<file path="src/rtl/bram32_arbiter_pkg.sv">
// Shared types and constants for the bram32 read/write arbiter.
// Holds the BRAM geometry defaults and the read-owner tag encoding.
package bram32_arbiter_pkg;

   localparam int BRAM_ADDR_WIDTH = 10;
   localparam int BRAM_DATA_WIDTH = 32;

   typedef enum logic [1:0] {
      ARB_OWNER_NONE = 2'b00,
      ARB_OWNER_IFU  = 2'b01,
      ARB_OWNER_LSU  = 2'b10
   } arb_owner_e;

endpackage

</file>
<file path="src/rtl/bram32_resp_pipe.sv">
// Owner tag shift register that tracks which requester owns each in-flight BRAM read.
// The tag leaving the last stage becomes the one-hot rvalid pair.
module bram32_resp_pipe
   import bram32_arbiter_pkg::*;
#(
   parameter int DEPTH = 1
)(
   input  logic       clk,
   input  logic       rst,
   input  arb_owner_e tag_in,
   output logic       ifu_rvalid,
   output logic       lsu_rvalid
);

   arb_owner_e stage [DEPTH];

   always_ff @(posedge clk) begin
      if (rst) begin
         for (int i = 0; i < DEPTH; i++) stage[i] <= ARB_OWNER_NONE;
      end else begin
         stage[0] <= tag_in;
         for (int i = 1; i < DEPTH; i++) stage[i] <= stage[i-1];
      end
   end

   assign ifu_rvalid = (stage[DEPTH-1] == ARB_OWNER_IFU);
   assign lsu_rvalid = (stage[DEPTH-1] == ARB_OWNER_LSU);

endmodule

</file>
<file path="src/rtl/bram32_arbiter.sv">
// Shares one bram32 between instruction fetch (read-only) and the LSU (read/write).
// Defining BRAM_ARB_STATS_EN adds ifu_stall_cnt / lsu_rd_cnt statistics outputs.
module bram32_arbiter
   import bram32_arbiter_pkg::*;
#(
   parameter int ADDR_WIDTH   = BRAM_ADDR_WIDTH,
   parameter int DATA_WIDTH   = BRAM_DATA_WIDTH,
   parameter int READ_LATENCY = 1,
   parameter int STARVE_LIMIT = 4
)(
   input  logic                  clk,
   input  logic                  rst,
   input  logic                  ifu_req,
   input  logic [ADDR_WIDTH-1:0] ifu_addr,
   output logic                  ifu_gnt,
   output logic                  ifu_rvalid,
   output logic [DATA_WIDTH-1:0] ifu_rdata,
   input  logic                  lsu_req,
   input  logic                  lsu_we,
   input  logic [ADDR_WIDTH-1:0] lsu_addr,
   input  logic [DATA_WIDTH-1:0] lsu_wdata,
   input  logic [3:0]            lsu_be,
   output logic                  lsu_gnt,
   output logic                  lsu_rvalid,
   output logic [DATA_WIDTH-1:0] lsu_rdata,
   output logic [ADDR_WIDTH-1:0] bram_w_addr,
   output logic [DATA_WIDTH-1:0] bram_w_dat,
   output logic                  bram_w_enb,
   output logic [3:0]            bram_byte_enb,
   output logic [ADDR_WIDTH-1:0] bram_r_addr,
   output logic                  bram_r_enb,
   input  logic [DATA_WIDTH-1:0] bram_r_dat
`ifdef BRAM_ARB_STATS_EN
   ,
   output logic [31:0]           ifu_stall_cnt,
   output logic [31:0]           lsu_rd_cnt
`endif
);

   localparam int            SW         = $clog2(STARVE_LIMIT + 1);
   localparam logic [SW-1:0] STARVE_MAX = SW'(STARVE_LIMIT);

   logic [SW-1:0]         starve_cnt;
   logic [ADDR_WIDTH-1:0] r_addr_q;
   logic                  lsu_wr;
   logic                  lsu_rd;
   logic                  hazard;
   logic                  ifu_win;
   logic                  lsu_win;
   arb_owner_e            winner;

   // An IFU read colliding with a same-cycle LSU write is deferred so it sees the new data.
   always_comb begin
      lsu_wr  = lsu_req & lsu_we;
      lsu_rd  = lsu_req & ~lsu_we;
      hazard  = lsu_wr & ifu_req & (ifu_addr == lsu_addr);
      ifu_win = ~rst & ifu_req & ~hazard & (~lsu_rd | (starve_cnt == STARVE_MAX));
      lsu_win = ~rst & lsu_rd & ~ifu_win;
      winner  = ifu_win ? ARB_OWNER_IFU : (lsu_win ? ARB_OWNER_LSU : ARB_OWNER_NONE);
   end

   assign ifu_gnt       = ifu_win;
   assign lsu_gnt       = (~rst & lsu_wr) | lsu_win;
   assign bram_w_enb    = ~rst & lsu_wr;
   assign bram_w_addr   = lsu_addr;
   assign bram_w_dat    = lsu_wdata;
   assign bram_byte_enb = lsu_be;
   assign bram_r_enb    = ifu_win | lsu_win;
   assign bram_r_addr   = rst ? '0 : (ifu_win ? ifu_addr : (lsu_win ? lsu_addr : r_addr_q));
   assign ifu_rdata     = bram_r_dat;
   assign lsu_rdata     = bram_r_dat;

   always_ff @(posedge clk) begin
      if (rst) begin
         starve_cnt <= '0;
         r_addr_q   <= '0;
      end else begin
         if (ifu_win) starve_cnt <= '0;
         else if (ifu_req && starve_cnt != STARVE_MAX) starve_cnt <= starve_cnt + SW'(1);
         if (bram_r_enb) r_addr_q <= bram_r_addr;
      end
   end

   bram32_resp_pipe #(
      .DEPTH (READ_LATENCY)
   ) u_resp_pipe (
      .clk        (clk),
      .rst        (rst),
      .tag_in     (winner),
      .ifu_rvalid (ifu_rvalid),
      .lsu_rvalid (lsu_rvalid)
   );

`ifdef BRAM_ARB_STATS_EN
   always_ff @(posedge clk) begin
      if (rst) begin
         ifu_stall_cnt <= '0;
         lsu_rd_cnt    <= '0;
      end else begin
         if (ifu_req && !ifu_win && ifu_stall_cnt != 32'hFFFF_FFFF) ifu_stall_cnt <= ifu_stall_cnt + 32'd1;
         if (lsu_win && lsu_rd_cnt != 32'hFFFF_FFFF) lsu_rd_cnt <= lsu_rd_cnt + 32'd1;
      end
   end
`endif

endmodule

</file>
<file path="config.mk">
export PLATFORM = sky130hd
export DESIGN_NAME = bram32_arbiter
export DESIGN_NICKNAME = d
export VERILOG_FILES = /design/src/rtl/bram32_arbiter_pkg.sv /design/src/rtl/bram32_resp_pipe.sv /design/src/rtl/bram32_arbiter.sv
export SDC_FILE = /design/constraint.sdc
export NUM_CORES = 1
export LEC_CHECK = 0
export ABC_AREA = 0
export CORE_MARGIN = 3
export CORE_UTILIZATION = 24
export CTS_CLUSTER_SIZE = 8
export DETAILED_ROUTE_END_ITERATION = 10
export GPL_TIMING_DRIVEN = 1
export PLACE_DENSITY = 0.74
export SYNTH_ARGS = -nofsm -noshare
export SYNTH_HDL_FRONTEND = slang
export SYNTH_SLANG_ARGS = --single-unit
</file>
<file path="constraint.sdc">
create_clock -name clk -period 3 [get_ports clk]
set_clock_uncertainty 0.15 [all_clocks]
set_input_delay 0.6 -clock clk [delete_from_list [all_inputs] [get_ports clk]]
set_output_delay 0.6 -clock clk [all_outputs]
set_load 0.05 [all_outputs]
</file>
Yosys cells after proc, flatten, opt, wreduce, memory -nomap -nowiden:

Memories as Yosys holds them, arrays and structs flattened.
Cells that the tools add are included.

* $add $sub $neg: 1
* equal/unequal tests: 5
* muxes and demuxes: 10
* bitwise operators: 18
* reduce and logical (&&, ||, !) cells: 3

Operators by type and width (number)
* 2-to-1 mux 10 bit: 3
* AND 1 bit: 10
* == test 10 bit: 1
* 2-to-1 mux 2 bit: 3
* inverter 1 bit: 5
* 2-to-1 mux 1 bit: 4
* OR reduction 2 bit: 2
* adder 3 x 1 -> 3 bit, second input constant: 1
* == test 3 bit, second input constant: 1
* != test 3 bit, second input constant: 1
* OR 1 bit: 3
* == test 2 x 1 -> 1 bit, second input constant: 1
* == test 2 bit, second input constant: 1
* logical AND 1 bit: 1

* bits in registers: 13
* bits in writable memories: 2
* input port bits: 93
* output and inout port bits: 126
* logic and storage cells: 40
* memories kept: 1

Memory list
* u_resp_pipe.stage: depth 1, width 2, read ports 1, clocked after Yosys merged registers in 0, write ports 1, RTL line bram32_resp_pipe.sv:15 `arb_owner_e stage [DEPTH];`

Longest topological paths before layout:

* depth in word-level cells: 11
* depth in mapped cells: 8
* mapped depth without buffers: 6

By module:

Synthesis repeated with hierarchy kept, for this count alone.

* cells, all modules: 230
* area, all modules: 1844.3 um^2

By module, submodules not included
* bram32_arbiter: instances 1, cells each 224, area an instance 1776.7 um^2, seq. area each 260.2 um^2
* bram32_resp_pipe: instances 1, cells each 6, area an instance 67.6 um^2, seq. area each 40.0 um^2

Least setup slack after synthesis:

Ideal clock, no wire load.

* path type: in2out
* from: in lsu_addr[7]
* to: out bram_r_addr[7]
* arrival time: 2.756 ns
* slack: -0.506 ns
* cell stages on the path: 7
* path buffers: 2
* cell sequence: xor2_1 -> nor4_1 -> nand3_1 -> and2_1 -> buf_6 -> buf_6 -> a211oi_1

* word-level cells in the longest chain between the ends: 10

Ends and longest elaborated chain
* from (decl): RTL line bram32_arbiter.sv:20 `input logic [ADDR_WIDTH-1:0] lsu_addr,`
* == test 10 bit: RTL line bram32_arbiter.sv:56 `hazard = lsu_wr & ifu_req & (ifu_addr == lsu_addr);`
* AND 1 bit: RTL line bram32_arbiter.sv:56
* inverter 1 bit: RTL line bram32_arbiter.sv:57 `ifu_win = ~rst & ifu_req & ~hazard & (~lsu_rd | (starve_cnt == STARVE_MAX));`
* AND 1 bit (2 in series): RTL line bram32_arbiter.sv:57
* inverter 1 bit: RTL line bram32_arbiter.sv:58 `lsu_win = ~rst & lsu_rd & ~ifu_win;`
* AND 1 bit: RTL line bram32_arbiter.sv:58
* 2-to-1 mux 10 bit: RTL line bram32_arbiter.sv:69 `assign bram_r_addr = rst ? '0 : (ifu_win ? ifu_addr : (lsu_win ? lsu_addr : r_addr_q));`
* 2-to-1 mux 10 bit * (2 in series): RTL line bram32_arbiter.sv:69
* to (decl): RTL line bram32_arbiter.sv:30 `output logic [ADDR_WIDTH-1:0] bram_r_addr,`

Every way passes the cells marked *; elsewhere a longest branch is shown, timed or not.

Worst setup path after layout:

* from: in lsu_addr[1]
* to: out bram_r_addr[7]

* word-level cells in the longest chain between the ends: 10

Ends and longest elaborated chain (RTL line)
* == test 10 bit *: bram32_arbiter.sv:56
* AND 1 bit *: bram32_arbiter.sv:56
* inverter 1 bit *: bram32_arbiter.sv:57
* AND 1 bit * (2 in series): bram32_arbiter.sv:57
* inverter 1 bit: bram32_arbiter.sv:58
* AND 1 bit: bram32_arbiter.sv:58
* 2-to-1 mux 10 bit: bram32_arbiter.sv:69
* 2-to-1 mux 10 bit * (2 in series): bram32_arbiter.sv:69

Marked as above.

==> flow_summary.json <==
{
  "status": "finished, final reports clean",
  "min_period_ps": 2980,
  "drtPass1Iterations": 4,
  "seq_area_frac_synth_pct": 16.6,
  "final_max_slew_viol_count": 0,
  "synth_top_flop_cell": "dfxtp_1",
  "cp.required_ps": 2250,
  "worst_pin_slew_ps": 492,
  "synth_cell_types": 23,
  "dpl.hpwl_um": 3510,
  "num_vias": 1237,
  "grt_overflow": 0,
  "gp_congestion": 0.628,
  "clkTransAtPathRegs_ps": 60,
  "diodes": 0,
  "die_width_um": 92.9,
  "fillers": 758,
  "yosys_warnings": 0,
  "die_y_um": 92.9,
  "final-seq-area_um2": 300,
  "cts_buffer_depth": 2,
  "synth_cells": 230,
  "drive_above_1_share_pct": 56.9,
  "yosys-top-cells-count": "110 x buf_4, 20 x a211oi_1, 15 x dfxtp_1, 14 x inv_1, 13 x nor2b_1",
  "peakVddDrop_v": 0.000115,
  "areaGrowthSynthToFinish_pct": 32.4,
  "cp_slowest_stage_delay_ps": 340,
  "grt_max_degree": 27,
  "hp-class": "register to register",
  "synth_edf_count": 0,
  "synth_most_common_cell": "buf_4",
  "route.detailed.drc": 0,
  "num_io_pins": 219,
  "arrival_ps": 2230,
  "grt_pass1_vias": 1385,
  "cts_sinks": 15,
  "yosys.area.top_type": "buf_4",
  "syn_avg_cell_area_um2": 7.88,
  "syn-cell-area_um2": 1810,
  "grt_pass1_wl_um": 7530,
  "portBuffers": 50,
  "start_util_pct": 24.9,
  "antenna_found_initial": 0,
  "synth_area_leaders": "buf_4 46%, dfxtp_1 17%, a211oi_1 8.3%",
  "cpMostUsedCell": "buf_12",
  "synth_top_area_share_pct": 45.5,
  "p_total_uw": 788,
  "p_leak_nw": 0.948,
  "fmax_ghz": 0.336,
  "numCtsBuffers": 3,
  "gr-usage-all-layers_pct": 11.4,
  "critPathMaxFanout": 8,
  "fin_crit_sh_pct": 99.3,
  "finalHoldViolCount": 0,
  "max_cap_viol_count": 0,
  "fin_ws_ps": 20.7,
  "htree_levels": 1,
  "slew_headroom_pct": 67.1,
  "endpoint_kind": "output port",
  "avgRoutedWirePerCell_um": 16.3,
  "pre_cts_slack_ps": -595,
  "slowest_stage": "nor4_4",
  "rsz0062_at_grt": "true",
  "detail-route-antenna-nets": 0,
  "clkLatencyLatePin_ps": 250,
  "path_cells": "buf_8, xor2_4, nor4_4, nand3_2, and2_4, buf_12, a211oi_4, buf_12",
  "pwr_density_cell_nw_per_um2": 329,
  "totalWireLength_um": 4790,
  "cts_tree": "done",
  "cts_root_buf": "clkbuf_8",
  "num_rows": 31,
  "start_kind": "input port",
  "finalSetupViolCount": 0,
  "whs_ps": 383,
  "core_area_um2": 7290,
  "syn_nets": 325,
  "vias_per_cell": 4.21,
  "dieArea_um2": 8630,
  "postSynth.asyncResetShare_pct": 0,
  "drt_iter0_markers": 33,
  "worstSetupPathType": "input port to output port",
  "final_nets": 291,
  "multi_input_area_um2": 995,
  "synth_seq_cells": 15
}
-- worst paths after layout --
kind	startpoint	endpoint	slack [ps]	depth (start not counted)
max	lsu_addr[1]	bram_r_addr[7]	20	8
min	starve_cnt[2]	starve_cnt[2]	380	1
max reg2reg	starve_cnt[0]	starve_cnt[2]	1020	9
min reg2reg	starve_cnt[2]	starve_cnt[2]	380	1
-- logic make-up after synthesis --
| logic type | synth area share, % |
|---|---|
| XOR/XNOR | 5.31 |
| flip-flops | 16.6 |
| AND/OR/NAND/NOR | 9.32 |
| adder cells (fa/ha/maj) | 1.38 |
| buffers and inverters | 51.8 |
| AO/OA/AOI/OAI | 15.6 |
-- registers in the layout (all words and copies together) (netlist names) --
register           flops
u_resp_pipe.stage      2
r_addr_q              10
starve_cnt             3
-- per-layer routing --
| metal | vias to the layer above | GRT usage (%) | share of wire, % | routed length (um) |
|---|---|---|---|---|
| met5 | - | 0 | 0 | 0 |
| met4 | 0 | 7.45 | 4.9 | 233 |
| met3 | 31 | 4.31 | 10 | 484 |
| met2 | 73 | 19.4 | 49 | 2370 |
| met1 | 566 | 11.8 | 36 | 1700 |
| li1 | 567 | - | - | - |
-- through the flow --
stage	cells	instance area [um^2]	TNS, ps	utilization (%)
finish	294	2400	0	32.9
global route	294	2400	-59.7	32.9
CTS	292	2340	0	32.1
detailed placement	284	1910	-6310	26.2
global placement	284	1910	-6400	26.2
floorplan	230	1870	-337	-
-- placed cells by master (no fill, tap or decap), types with 3 or more instances in the layout --
cell | synthesis | layout
a221oi_4 | 0 | 9
buf_12 | 0 | 16
clkbuf_2 | 0 | 8
clkbuf_8 | 0 | 3
inv_1 | 14 | 14
nor2b_1 | 13 | 7
xor2_1 | 10 | 3
a21oi_1 | 3 | 3
nor2_1 | 4 | 4
xor2_2 | 0 | 5
clkdlybuf4s15_1 | 0 | 5
a211oi_1 | 20 | 10
dfxtp_1 | 15 | 15
buf_4 | 110 | 33
nor2b_2 | 0 | 6
nand2_1 | 4 | 4
dlygate4sd2_1 | 0 | 4
a211oi_4 | 0 | 10
buf_8 | 0 | 3
buf_6 | 3 | 5
-- critical path: cells and delay by family --
kind	cells	cell delay, ps
and+or+nand+nor	3	720
buffers and inverters	3	440
AOI/OAI and AO/OA	1	300
xor gates and xnor gates	1	180
-- area by class of cell --
| class | instances | area share (%) |
|---|---|---|
| multi-input combinational | 81 | 41.4 |
| timing repair buffer | 81 | 36.8 |
| sequential | 15 | 12.5 |
| tap | 99 | 5.16 |
| inverter | 14 | 2.19 |
| clock buffer | 4 | 1.88 |
-- where the power goes --
group | leakage (nW) | internal, mW | switching (mW)
combinational | 0.801 | 0.185 | 0.220
clock | 0.0228 | 0.0941 | 0.0735
sequential | 0.124 | 0.213 | 0.00356
-- what timing repair did --
action,CTS,global route
pin swaps,20,16
cloned,1,0
hold buffers,0,0
gates resized for setup,95,34
hold endpoints to repair,0,0
buffers inserted,3,2
endpoints found under the setup margin,12,10
(Power assumes the default switching activity.)
